[src/rtl/rice_core_pkg.sv]
`default_nettype none
// ============================================================================
// rice_core_pkg : shared types for the rice core front end
// Revision      : 1.0
// ============================================================================
package rice_core_pkg;

  localparam int unsigned RICE_XLEN = 32;
  localparam int unsigned RICE_ILEN = 32;

  typedef struct packed {
    logic                 valid;
    logic [RICE_XLEN-1:0] pc;
    logic [RICE_ILEN-1:0] inst;
  } rice_core_if_result;

  typedef struct packed {
    logic                 filled;
    logic [RICE_XLEN-1:0] pc;
    logic [RICE_ILEN-1:0] inst;
  } rice_core_fetch_slot;

  // One extra bit above the index so full and empty are distinguishable.
  function automatic int unsigned rice_ptr_width(input int unsigned depth);
    return $clog2(depth) + 1;
  endfunction

endpackage
`default_nettype wire

[src/rtl/rice_core_fetch_buffer.sv]
`default_nettype none
// ============================================================================
// rice_core_fetch_buffer : in-order fetch slot FIFO (alloc / fill / pop)
// Revision               : 1.0
// ============================================================================
module rice_core_fetch_buffer
  import rice_core_pkg::*;
#(
  parameter  int unsigned DEPTH = 2,
  localparam int unsigned PW    = rice_ptr_width(DEPTH)
) (
  input  logic                 i_clk,
  input  logic                 i_rst_n,
  input  logic                 i_clear,
  input  logic                 i_alloc,
  input  logic [RICE_XLEN-1:0] i_alloc_pc,
  input  logic                 i_fill,
  input  logic [RICE_ILEN-1:0] i_fill_inst,
  input  logic                 i_pop,
  output rice_core_fetch_slot  o_head,
  output logic [PW-1:0]        o_free,
  output logic [PW-1:0]        o_unfilled
);

  localparam int unsigned IW = PW - 1;

  rice_core_fetch_slot slot_q [DEPTH];
  rice_core_fetch_slot slot_d [DEPTH];
  logic [PW-1:0] alloc_q, alloc_d;
  logic [PW-1:0] fill_q,  fill_d;
  logic [PW-1:0] read_q,  read_d;

  always_comb begin
    slot_d  = slot_q;
    alloc_d = alloc_q;
    fill_d  = fill_q;
    read_d  = read_q;
    if (i_clear) begin
      for (int i = 0; i < DEPTH; i++) slot_d[i].filled = 1'b0;
      alloc_d = '0;
      fill_d  = '0;
      read_d  = '0;
    end else begin
      // Pop first: a full buffer may re-allocate the slot being popped.
      if (i_pop) begin
        slot_d[read_q[IW-1:0]].filled = 1'b0;
        read_d = read_q + 1'b1;
      end
      if (i_alloc) begin
        slot_d[alloc_q[IW-1:0]].pc     = i_alloc_pc;
        slot_d[alloc_q[IW-1:0]].filled = 1'b0;
        alloc_d = alloc_q + 1'b1;
      end
      if (i_fill) begin
        slot_d[fill_q[IW-1:0]].inst   = i_fill_inst;
        slot_d[fill_q[IW-1:0]].filled = 1'b1;
        fill_d = fill_q + 1'b1;
      end
    end
  end

  always_ff @(posedge i_clk or negedge i_rst_n) begin
    if (!i_rst_n) begin
      for (int i = 0; i < DEPTH; i++) slot_q[i] <= '0;
      alloc_q <= '0;
      fill_q  <= '0;
      read_q  <= '0;
    end else begin
      slot_q  <= slot_d;
      alloc_q <= alloc_d;
      fill_q  <= fill_d;
      read_q  <= read_d;
    end
  end

  assign o_head     = slot_q[read_q[IW-1:0]];
  assign o_free     = PW'(DEPTH) - (alloc_q - read_q);
  assign o_unfilled = alloc_q - fill_q;

endmodule
`default_nettype wire

[src/rtl/rice_core_if_stage.sv]
`default_nettype none
// ============================================================================
// rice_core_if_stage : instruction fetch, request issue and flush discard
// Revision           : 1.0
// ============================================================================
module rice_core_if_stage
  import rice_core_pkg::*;
#(
  parameter int unsigned     XLEN         = 32,
  parameter logic [XLEN-1:0] RESET_VECTOR = 32'h0000_0000,
  parameter int unsigned     DEPTH        = 2
) (
  input  logic            i_clk,
  input  logic            i_rst_n,
  input  logic            i_enable,
  input  logic            i_stall,
  input  logic            i_flush,
  input  logic [XLEN-1:0] i_flush_pc,
  output logic            o_request_valid,
  input  logic            i_request_ready,
  output logic [XLEN-1:0] o_request_address,
  input  logic            i_response_valid,
  input  logic [31:0]     i_response_data,
  output logic            o_if_valid,
  output logic [XLEN-1:0] o_if_pc,
  output logic [31:0]     o_if_inst
);

  localparam int unsigned PW = rice_ptr_width(DEPTH);
  // Headroom for several flushes landing before the bus has drained.
  localparam int unsigned DW = PW + 3;

  logic            armed_q,    armed_d;
  logic            pending_q,  pending_d;
  logic            stale_q,    stale_d;
  logic [XLEN-1:0] req_addr_q, req_addr_d;
  logic [XLEN-1:0] fetch_pc_q, fetch_pc_d;
  logic [DW-1:0]   discard_q,  discard_d;

  rice_core_fetch_slot head;
  rice_core_if_result  if_result;
  logic [PW-1:0]   free_cnt;
  logic [PW-1:0]   unfilled;
  logic [PW:0]     free_eff;
  logic            issue, req_valid, accept, resp_known, resp_ok;
  logic            do_alloc, do_fill, do_pop;
  logic [XLEN-1:0] req_addr;
  logic            unused_flush_lsbs;

  assign unused_flush_lsbs = ^i_flush_pc[1:0];

  always_comb begin
    if_result.valid = head.filled;
    if_result.pc    = head.pc;
    if_result.inst  = head.inst;
  end

  // A slot popped this cycle can be re-allocated by a request accepted this cycle.
  assign do_pop     = if_result.valid && !i_stall;
  assign free_eff   = {1'b0, free_cnt} + {{PW{1'b0}}, do_pop};
  assign issue      = armed_q && !pending_q && i_enable && !i_flush && (free_eff != '0);
  assign req_valid  = pending_q || issue;
  assign req_addr   = pending_q ? req_addr_q : fetch_pc_q;
  assign accept     = req_valid && i_request_ready;
  assign resp_known = (discard_q != '0) || (unfilled != '0);
  assign resp_ok    = i_response_valid && resp_known;
  assign do_alloc   = accept && !stale_q && !i_flush;
  assign do_fill    = resp_ok && (discard_q == '0) && !i_flush;

  always_comb begin
    armed_d    = 1'b1;
    pending_d  = req_valid && !i_request_ready;
    req_addr_d = req_addr;
    fetch_pc_d = fetch_pc_q;
    discard_d  = discard_q;
    stale_d    = stale_q;
    if (i_flush) begin
      fetch_pc_d = {i_flush_pc[XLEN-1:2], 2'b00};
      discard_d  = discard_q + DW'(unfilled) + DW'(accept) - DW'(resp_ok);
      stale_d    = pending_q && !i_request_ready;
    end else begin
      if (accept && !stale_q) fetch_pc_d = fetch_pc_q + XLEN'(4);
      discard_d = discard_q + DW'(accept && stale_q)
                            - DW'(resp_ok && (discard_q != '0));
      stale_d   = stale_q && !accept;
    end
  end

  always_ff @(posedge i_clk or negedge i_rst_n) begin
    if (!i_rst_n) begin
      armed_q    <= 1'b0;
      pending_q  <= 1'b0;
      stale_q    <= 1'b0;
      req_addr_q <= RESET_VECTOR;
      fetch_pc_q <= RESET_VECTOR;
      discard_q  <= '0;
    end else begin
      armed_q    <= armed_d;
      pending_q  <= pending_d;
      stale_q    <= stale_d;
      req_addr_q <= req_addr_d;
      fetch_pc_q <= fetch_pc_d;
      discard_q  <= discard_d;
    end
  end

  rice_core_fetch_buffer #(
    .DEPTH (DEPTH)
  ) u_fetch_buffer (
    .i_clk       (i_clk),
    .i_rst_n     (i_rst_n),
    .i_clear     (i_flush),
    .i_alloc     (do_alloc),
    .i_alloc_pc  (req_addr),
    .i_fill      (do_fill),
    .i_fill_inst (i_response_data),
    .i_pop       (do_pop),
    .o_head      (head),
    .o_free      (free_cnt),
    .o_unfilled  (unfilled)
  );

  assign o_request_valid   = req_valid;
  assign o_request_address = req_addr;
  assign o_if_valid        = if_result.valid;
  assign o_if_pc           = if_result.pc;
  assign o_if_inst         = if_result.inst;

`ifndef SYNTHESIS
  always @(posedge i_clk) begin
    if (i_rst_n && i_response_valid) begin
      assert (resp_known)
        else $warning("rice_core_if_stage: response with no outstanding request ignored");
    end
  end
`endif

endmodule
`default_nettype wire

[config.mk]
export PLATFORM = sky130hd
export DESIGN_NAME = rice_core_if_stage
export DESIGN_NICKNAME = d
export VERILOG_FILES = /design/src/rtl/rice_core_pkg.sv /design/src/rtl/rice_core_fetch_buffer.sv /design/src/rtl/rice_core_if_stage.sv
export SDC_FILE = /design/constraint.sdc
export NUM_CORES = 1
export LEC_CHECK = 0
export CAP_MARGIN = 20
export CORE_AREA = 5 5 122 182
export DETAILED_ROUTE_END_ITERATION = 12
export DIE_AREA = 0 0 127 187
export HOLD_SLACK_MARGIN = 0.05
export PLACE_DENSITY = 0.75
export SLEW_MARGIN = 0
export SYNTH_ARGS = -nofsm -noshare
export SYNTH_HDL_FRONTEND = slang
export SYNTH_SLANG_ARGS = --single-unit
[constraint.sdc]
create_clock -name i_clk -period 3.85 [get_ports i_clk]
set_input_delay 0.77 -clock i_clk [delete_from_list [all_inputs] [get_ports i_clk]]
set_output_delay 0.77 -clock i_clk [all_outputs]
set_load 0.02 [all_outputs]
Word level (Yosys, flattened, before mapping)
Index checks and enable logic that the tools add are counted.
Widths: inputs -> output; s select.
{ "classes": {"addsub": 13, "n_mux": 36, "bitwise_logic": 3, "reduce_logical": 35, "order_cmp": 6} }
{ "op_table": {"columns": ["cell", "n"], "rows": [
  ["$bwmux 130", 5],
  ["$mux 130", 5],
  ["$mux 65", 6],
  ["$demux 65 s1", 5],
  ["$mux 32", 4],
  ["$mux 64", 1],
  ["$add 32x3->32 const B", 1],
  ["$logic_and 1x1->1", 19],
  ["$mux 2", 6],
  ["$add 5x1->5", 2],
  ["$reduce_bool 2->1", 5],
  ["$sub 5x1->5", 2],
  ["$add 2x1->2 const B", 3],
  ["$ge 2x2->1 const B", 3],
  ["$logic_not 1->1", 6],
  ["$lt 2x1->1 const B", 3],
  ["$not 1->2", 3],
  ["$add 5x2->5", 1],
  ["$logic_not 5->1", 1],
  ["$mux 5", 1],
  ["$reduce_bool 5->1", 1],
  ["$sub 2x2->2", 2],
  ["$add 2x1->3", 1],
  ["$mux 1", 3],
  ["3 further kinds", 4]
]} }
{ "word_totals": {"output_inout_bits": 98, "reg_bits": 208, "inputBits": 71, "elab_cells": 108} }

Longest topological paths before layout
{ "depth": {"depth_word": 18, "ltp_mapped": 20, "mapped_depth_nobuf": 18} }

By module
A second synthesis with hierarchy kept.
{ "hier_totals": {"cells_unflattened": 740, "hier_area_um2": 9839.4} }
{ "modules_own_cells": {"columns": ["mod", "instances", "area_per_inst_um2", "cells_per_inst", "seq_area_each_um2"], "rows": [
  ["rice_core_fetch_buffer", 1, 6028.3, 388, 3403.3],
  ["rice_core_if_stage", 1, 3811.2, 352, 1751.7]
]} }

Worst setup path before layout
No wires, ideal clock.
{ "synth_path": {"kind": "register to register", "from": "register u_fetch_buffer.read_q[0]", "to": "register discard_q[4]", "period_less_slack_ps": 3854, "path_slack_ps": -4, "setup_time_ps": 125, "required_ps": 3725, "arrival_ps": 3729, "n_path_buf": 2, "path_stages_with_launch": 19, "path_cell_list": "dfrtp_1 clkbuf_1 mux2_2 nor2b_1 ha_1 ha_1 or3_1 a22o_1 clkbuf_1 or2_2 nand2_1 fa_1 inv_1 fa_1 nor2b_1 nor3_1 nor3_1 nor2_1 xnor2_1"} }
{ "synth_between": {"elab_chain_cells": 14, "elab_cells_between_ends": 18, "classes_between": "7 x add/sub; 4 x mux; 1 x bitwise; 6 x reduce/logical"} }
{ "synth_lines": {"columns": ["element", "line", "source"], "rows": [
  ["from (decl)", "rice_core_fetch_buffer.sv:31", "logic [PW-1:0] read_q, read_d;"],
  ["from (signal assigned)", "rice_core_fetch_buffer.sv:72", "read_q <= read_d;"],
  ["$not 1->2 (not written as such) *", "rice_core_fetch_buffer.sv:76", "assign o_head = slot_q[read_q[IW-1:0]];"],
  ["$mux 65 (not written as such) * (3 in a row)", "rice_core_fetch_buffer.sv:76", null],
  ["via o_if_valid", "rice_core_if_stage.sv:24", "output logic o_if_valid,"],
  ["$logic_and 1x1->1 *", "rice_core_if_stage.sv:59", "assign do_pop = if_result.valid && !i_stall;"],
  ["$add 2x1->3 *", "rice_core_if_stage.sv:60", "assign free_eff = {1'b0, free_cnt} + {{PW{1'b0}}, do_pop};"],
  ["$reduce_bool 3->1 *", "rice_core_if_stage.sv:61", "assign issue = armed_q && !pending_q && i_enable && !i_flush && (free_eff != '0);"],
  ["$logic_and 1x1->1 *", "rice_core_if_stage.sv:61", null],
  ["$logic_or 1x1->1 *", "rice_core_if_stage.sv:62", "assign req_valid = pending_q || issue;"],
  ["$logic_and 1x1->1 *", "rice_core_if_stage.sv:64", "assign accept = req_valid && i_request_ready;"],
  ["$logic_and 1x1->1", "rice_core_if_stage.sv:83", "discard_d = discard_q + DW'(accept && stale_q)"],
  ["$add 5x1->5", "rice_core_if_stage.sv:83", null],
  ["$sub 5x1->5", "rice_core_if_stage.sv:84", "- DW'(resp_ok && (discard_q != '0));"],
  ["$mux 5 *", "rice_core_if_stage.sv:77", "if (i_flush) begin"],
  ["via discard_d[4]", "rice_core_if_stage.sv:38", "logic [DW-1:0] discard_q, discard_d;"],
  ["to (signal assigned)", "rice_core_if_stage.sv:103", "discard_q <= discard_d;"],
  ["to (decl)", "rice_core_if_stage.sv:38", null]
]} }
The timed path passes the listed nets; every way through them passes the cells marked *. The select of a mux whose other input is x is not followed.
A chain may end at the register's enable or synchronous reset.

Final worst setup path
{ "layout_path": {"from": "register u_fetch_buffer.read_q[0]", "to": "output port o_request_valid"} }
{ "layout_between": {"elab_chain_cells": 9, "elab_cells_between_ends": 11, "classes_between": "3 x add/sub; 3 x mux; 1 x bitwise; 4 x reduce/logical"} }
{ "layout_lines": {"columns": ["element", "line", "source"], "rows": [
  ["parallel branches: the longest is 5 deep, another holds $sub 2x2->2", null, null],
  ["$add 2x1->3 *", "rice_core_if_stage.sv:60", null],
  ["$reduce_bool 3->1 *", "rice_core_if_stage.sv:61", null],
  ["$logic_and 1x1->1 *", "rice_core_if_stage.sv:61", null],
  ["$logic_or 1x1->1 *", "rice_core_if_stage.sv:62", null],
  ["to (decl)", "rice_core_if_stage.sv:19", "output logic o_request_valid,"]
]} }
Every way passes the cells marked *. The select of a mux whose other input is x is not followed.

==> flow_summary.json <==
{
  "synth_edf_count": 0,
  "startpoint": "u_fetch_buffer.read_q[0]",
  "clock_latency_ps": 500,
  "power.switching_fraction_pct": 27.5,
  "cp_endpoint_kind": "output pin",
  "die-area_mm2": 0.0237,
  "grt_pass1_vias": 7007,
  "fp.dieH_um": 187,
  "post-synth-top-area-cell": "dfrtp_1",
  "total_power_w": 0.00650,
  "drcViolationCount": 0,
  "seq_area_frac_synth_pct": 53.7,
  "grt_antenna_before_repair": 0,
  "worstPathRequired_ps": 3080,
  "drt_wl_total_um": 21500,
  "share_of_total_power_in_sequential_cells_pct": 40.8,
  "maxSlewHeadroom_pct": 49.8,
  "power_density_mw_per_mm2": 521,
  "critPathMaxFanout": 3,
  "run_status": "complete, no violations",
  "min-delay-path-class": "in -> async",
  "placeableCoreArea_mm2": 0.0203,
  "areaGrowthSynthToFinish_pct": 30.0,
  "max-cap-violations": 0,
  "cts-root-to-sink-buffers": 3,
  "pin_count_of_the_biggest_net_entering_global_routing": 95,
  "critical_path.reg2reg.startpoint": "u_fetch_buffer.read_q[0]",
  "cellInternalPower_w": 0.00471,
  "grt.total_usage_pct": 18.4,
  "leakage_nw": 5.56,
  "port_buffers": 166,
  "power.share.clock_pct": 32.8,
  "residual_overflow_from_global_routing": 0,
  "drt-initial-drc-count": 236,
  "time_the_worst_path_needs_with_i_o_delays_and_setup_ps": 3720,
  "die-width_um": 127,
  "synth_area_leaders": "dfrtp_1, mux2_2, ha_1",
  "synthesis.area_per_instance_um2": 13.1,
  "total_nets_after_synthesis": 821,
  "max_freq_mhz": 269,
  "routabilityCongestion": 0.842,
  "number_of_buffers_created_by_cts": 22,
  "htree_levels": 1,
  "crit_path_start_kind": "register",
  "fin_nets": 1004,
  "async_flop_share_pct": 100,
  "routed_vias": 6287,
  "synthesized_instance_count": 733,
  "yosysWarningCount": 0,
  "final_layout_size_suffix_gt1_share_pct": 32.9,
  "post-dp-hpwl_um": 15200,
  "min_period_over_period_pct": 96.7,
  "fin_hold_ws_ps": 343,
  "clock_tree.root_cell": "clkbuf_16",
  "std_cell_rows": 64,
  "syn_std_cell_area_mm2": 0.00960,
  "antenna-diode-count": 0,
  "ant_nets": 0,
  "synth.ff_latch_count": 206,
  "p_sw_w": 0.00179,
  "cts_hold_buf": 0,
  "rsz0062_at_grt": "no",
  "firstDrtPassIters": 4,
  "tritoncts": "built",
  "synth_largest_type_area_fraction_pct": 53.7,
  "first_pass_grt_wire_length_um": 36000,
  "worst-slew-pin-transition_ps": 752,
  "clock-sinks": 206,
  "critPathKind": "reg -> out",
  "post_drt_via_cell_ratio": 5.27,
  "finalSetupViolCount": 0,
  "worst_ir_drop_vdd_uv": 357,
  "hold_viol_final": 0,
  "power_frac_comb_pct": 26.4,
  "synthFlopType": "dfrtp_1",
  "timing_max_transition_violations_final": 0,
  "post_drt_wl_per_cell_um": 18.1,
  "initial_core_util_pct": 47.2,
  "path_clk_slew_ps": 60,
  "cp.arrival_ps": 2950,
  "worst_clock_skew_ps": 12.4,
  "io_pins": 169,
  "ys_types": 56
}
==> power groups by stage <==
stage | Clock, W | Sequential [W] | Combinational [W]
floorplan | 0 | 0.00263 | 0.00103
global placement | 0 | 0.00268 | 0.00170
detailed placement | 0 | 0.00269 | 0.00173
CTS | 0.00219 | 0.00265 | 0.00174
global route | 0.00227 | 0.00269 | 0.00188
finish | 0.00213 | 0.00265 | 0.00172
==> routing by layer <==
layer	GRT usage, %	vias to the layer above	part of all wire [%]
li1	-	2968	-
met1	21.7	3143	39
met2	32.9	134	52
met3	4.26	42	5.9
met4	5.82	0	2.7
met5	0	-	0
==> state kept, by name, summed over array words and instances (netlist names) <==
name                    cells
u_fetch_buffer.read_q       2
armed_q                     1
req_addr_q                 32
stale_q                     1
pending_q                   1
u_fetch_buffer.slot_q     130
fetch_pc_q                 30
u_fetch_buffer.fill_q       2
discard_q                   5
u_fetch_buffer.alloc_q      2
==> cells in the mapped netlist, drive strengths merged (2+ instances only) <==
master	instances
mux2	222
dfrtp	206
nand2	39
o21ai	28
inv	22
clkbuf	19
xor2	19
buf	18
nor2	18
ha	14
nand3	14
nand4	14
xnor2	14
nor3	10
nor4	7
a21oi	5
a31oi	5
or2	5
and2	4
nor2b	4
nor3b	4
a211oi	3
fa	3
mux2i	3
o211ai	3
or3	3
or4	3
a21o	2
a41oi	2
and4b	2
nand3b	2
nor4b	2
o31ai	2
==> layout by cell type, fill, tap and decap left out, types with 4 or more instances in the layout <==
cell             count
dfrtp_1            204
nor4_1               5
o21ai_0             28
buf_4               26
clkdlybuf4s50_1    163
mux2_2             219
inv_1               22
nor2b_1              4
nand4_1             14
nand2_1             37
a31oi_1              5
nand3_1             13
xor2_1              19
and2_1               4
nor2_1              18
xnor2_1             14
a21oi_1              5
clkbuf_8             6
clkbuf_16           23
nor3_1               9
ha_1                14
clkinv_2             4
==> path summary, 6_finish.rpt <==
check | slack, ps | endpoint | depth (start not counted)
max in group asynchronous | 2620 | u_fetch_buffer.slot_q[116] | 2
worst min-delay path | 340 | u_fetch_buffer.slot_q[87] | 1
worst max-delay path | 130 | o_request_valid | 8
worst min register to register | 490 | u_fetch_buffer.slot_q[20] | 1
min in group i_clk | 490 | u_fetch_buffer.slot_q[20] | 1
worst max register to register | 200 | discard_q[4] | 16
==> critical path, cell delays in order (launching register included) <==
cell           delay (ps)
dfrtp_4               480
mux2_4                320
nor2b_1               130
ha_1                  210
ha_1                  270
or3_4                 390
a41oi_4               180
inv_1                 130
dlygate4sd2_1         340
==> through the flow <==
stage / area [um2] / utilization [%] / setup WS (ps) / setup TNS, ps / instances
6_report: 12500 / 61.3 / 127 / 0 / 1193
3_3_place_gp: 11700 / 57.4 / -220 / -2160 / 1153
4_1_cts: 12400 / 61.0 / 2.05 / 0 / 1190
3_5_place_dp: 11700 / 57.4 / -279 / -3030 / 1153
5_1_grt: 12500 / 61.3 / 22.0 / 0 / 1193
2_1_floorplan: 9600 / - / 44.0 / 0 / 733
==> final cells by class <==
cell class	instances	area, um2
repair buffers	196	1930
fillers	1661	7860
clock buffers	31	656
multi-input cells	468	4240
inverters	22	82.6
clock inverters	6	80.1
well taps	264	330
flip-flops and latches	206	5160
==> cell families (layout without fill, tap and decap cells) <==
kind of cell	Yosys count	in the layout	share of synthesized area, %
compound gates	55	55	3.52
xor+xnor	34	34	3.25
mux	225	225	26.4
simple gates	136	136	7.93
buf+inv	59	255	2.75
flops	206	206	53.7
other cells	1	1	0.0391
fa+ha+maj	17	17	2.45
==> what timing repair did <==
action / 4_1_cts / 5_1_grt
buffers inserted: 0 / 2
pin swaps: 1 / 4
endpoints found under the setup margin: 1 / 2
resized for setup: 1 / 8
No activity file was read; power rests on OpenSTA's default activity.
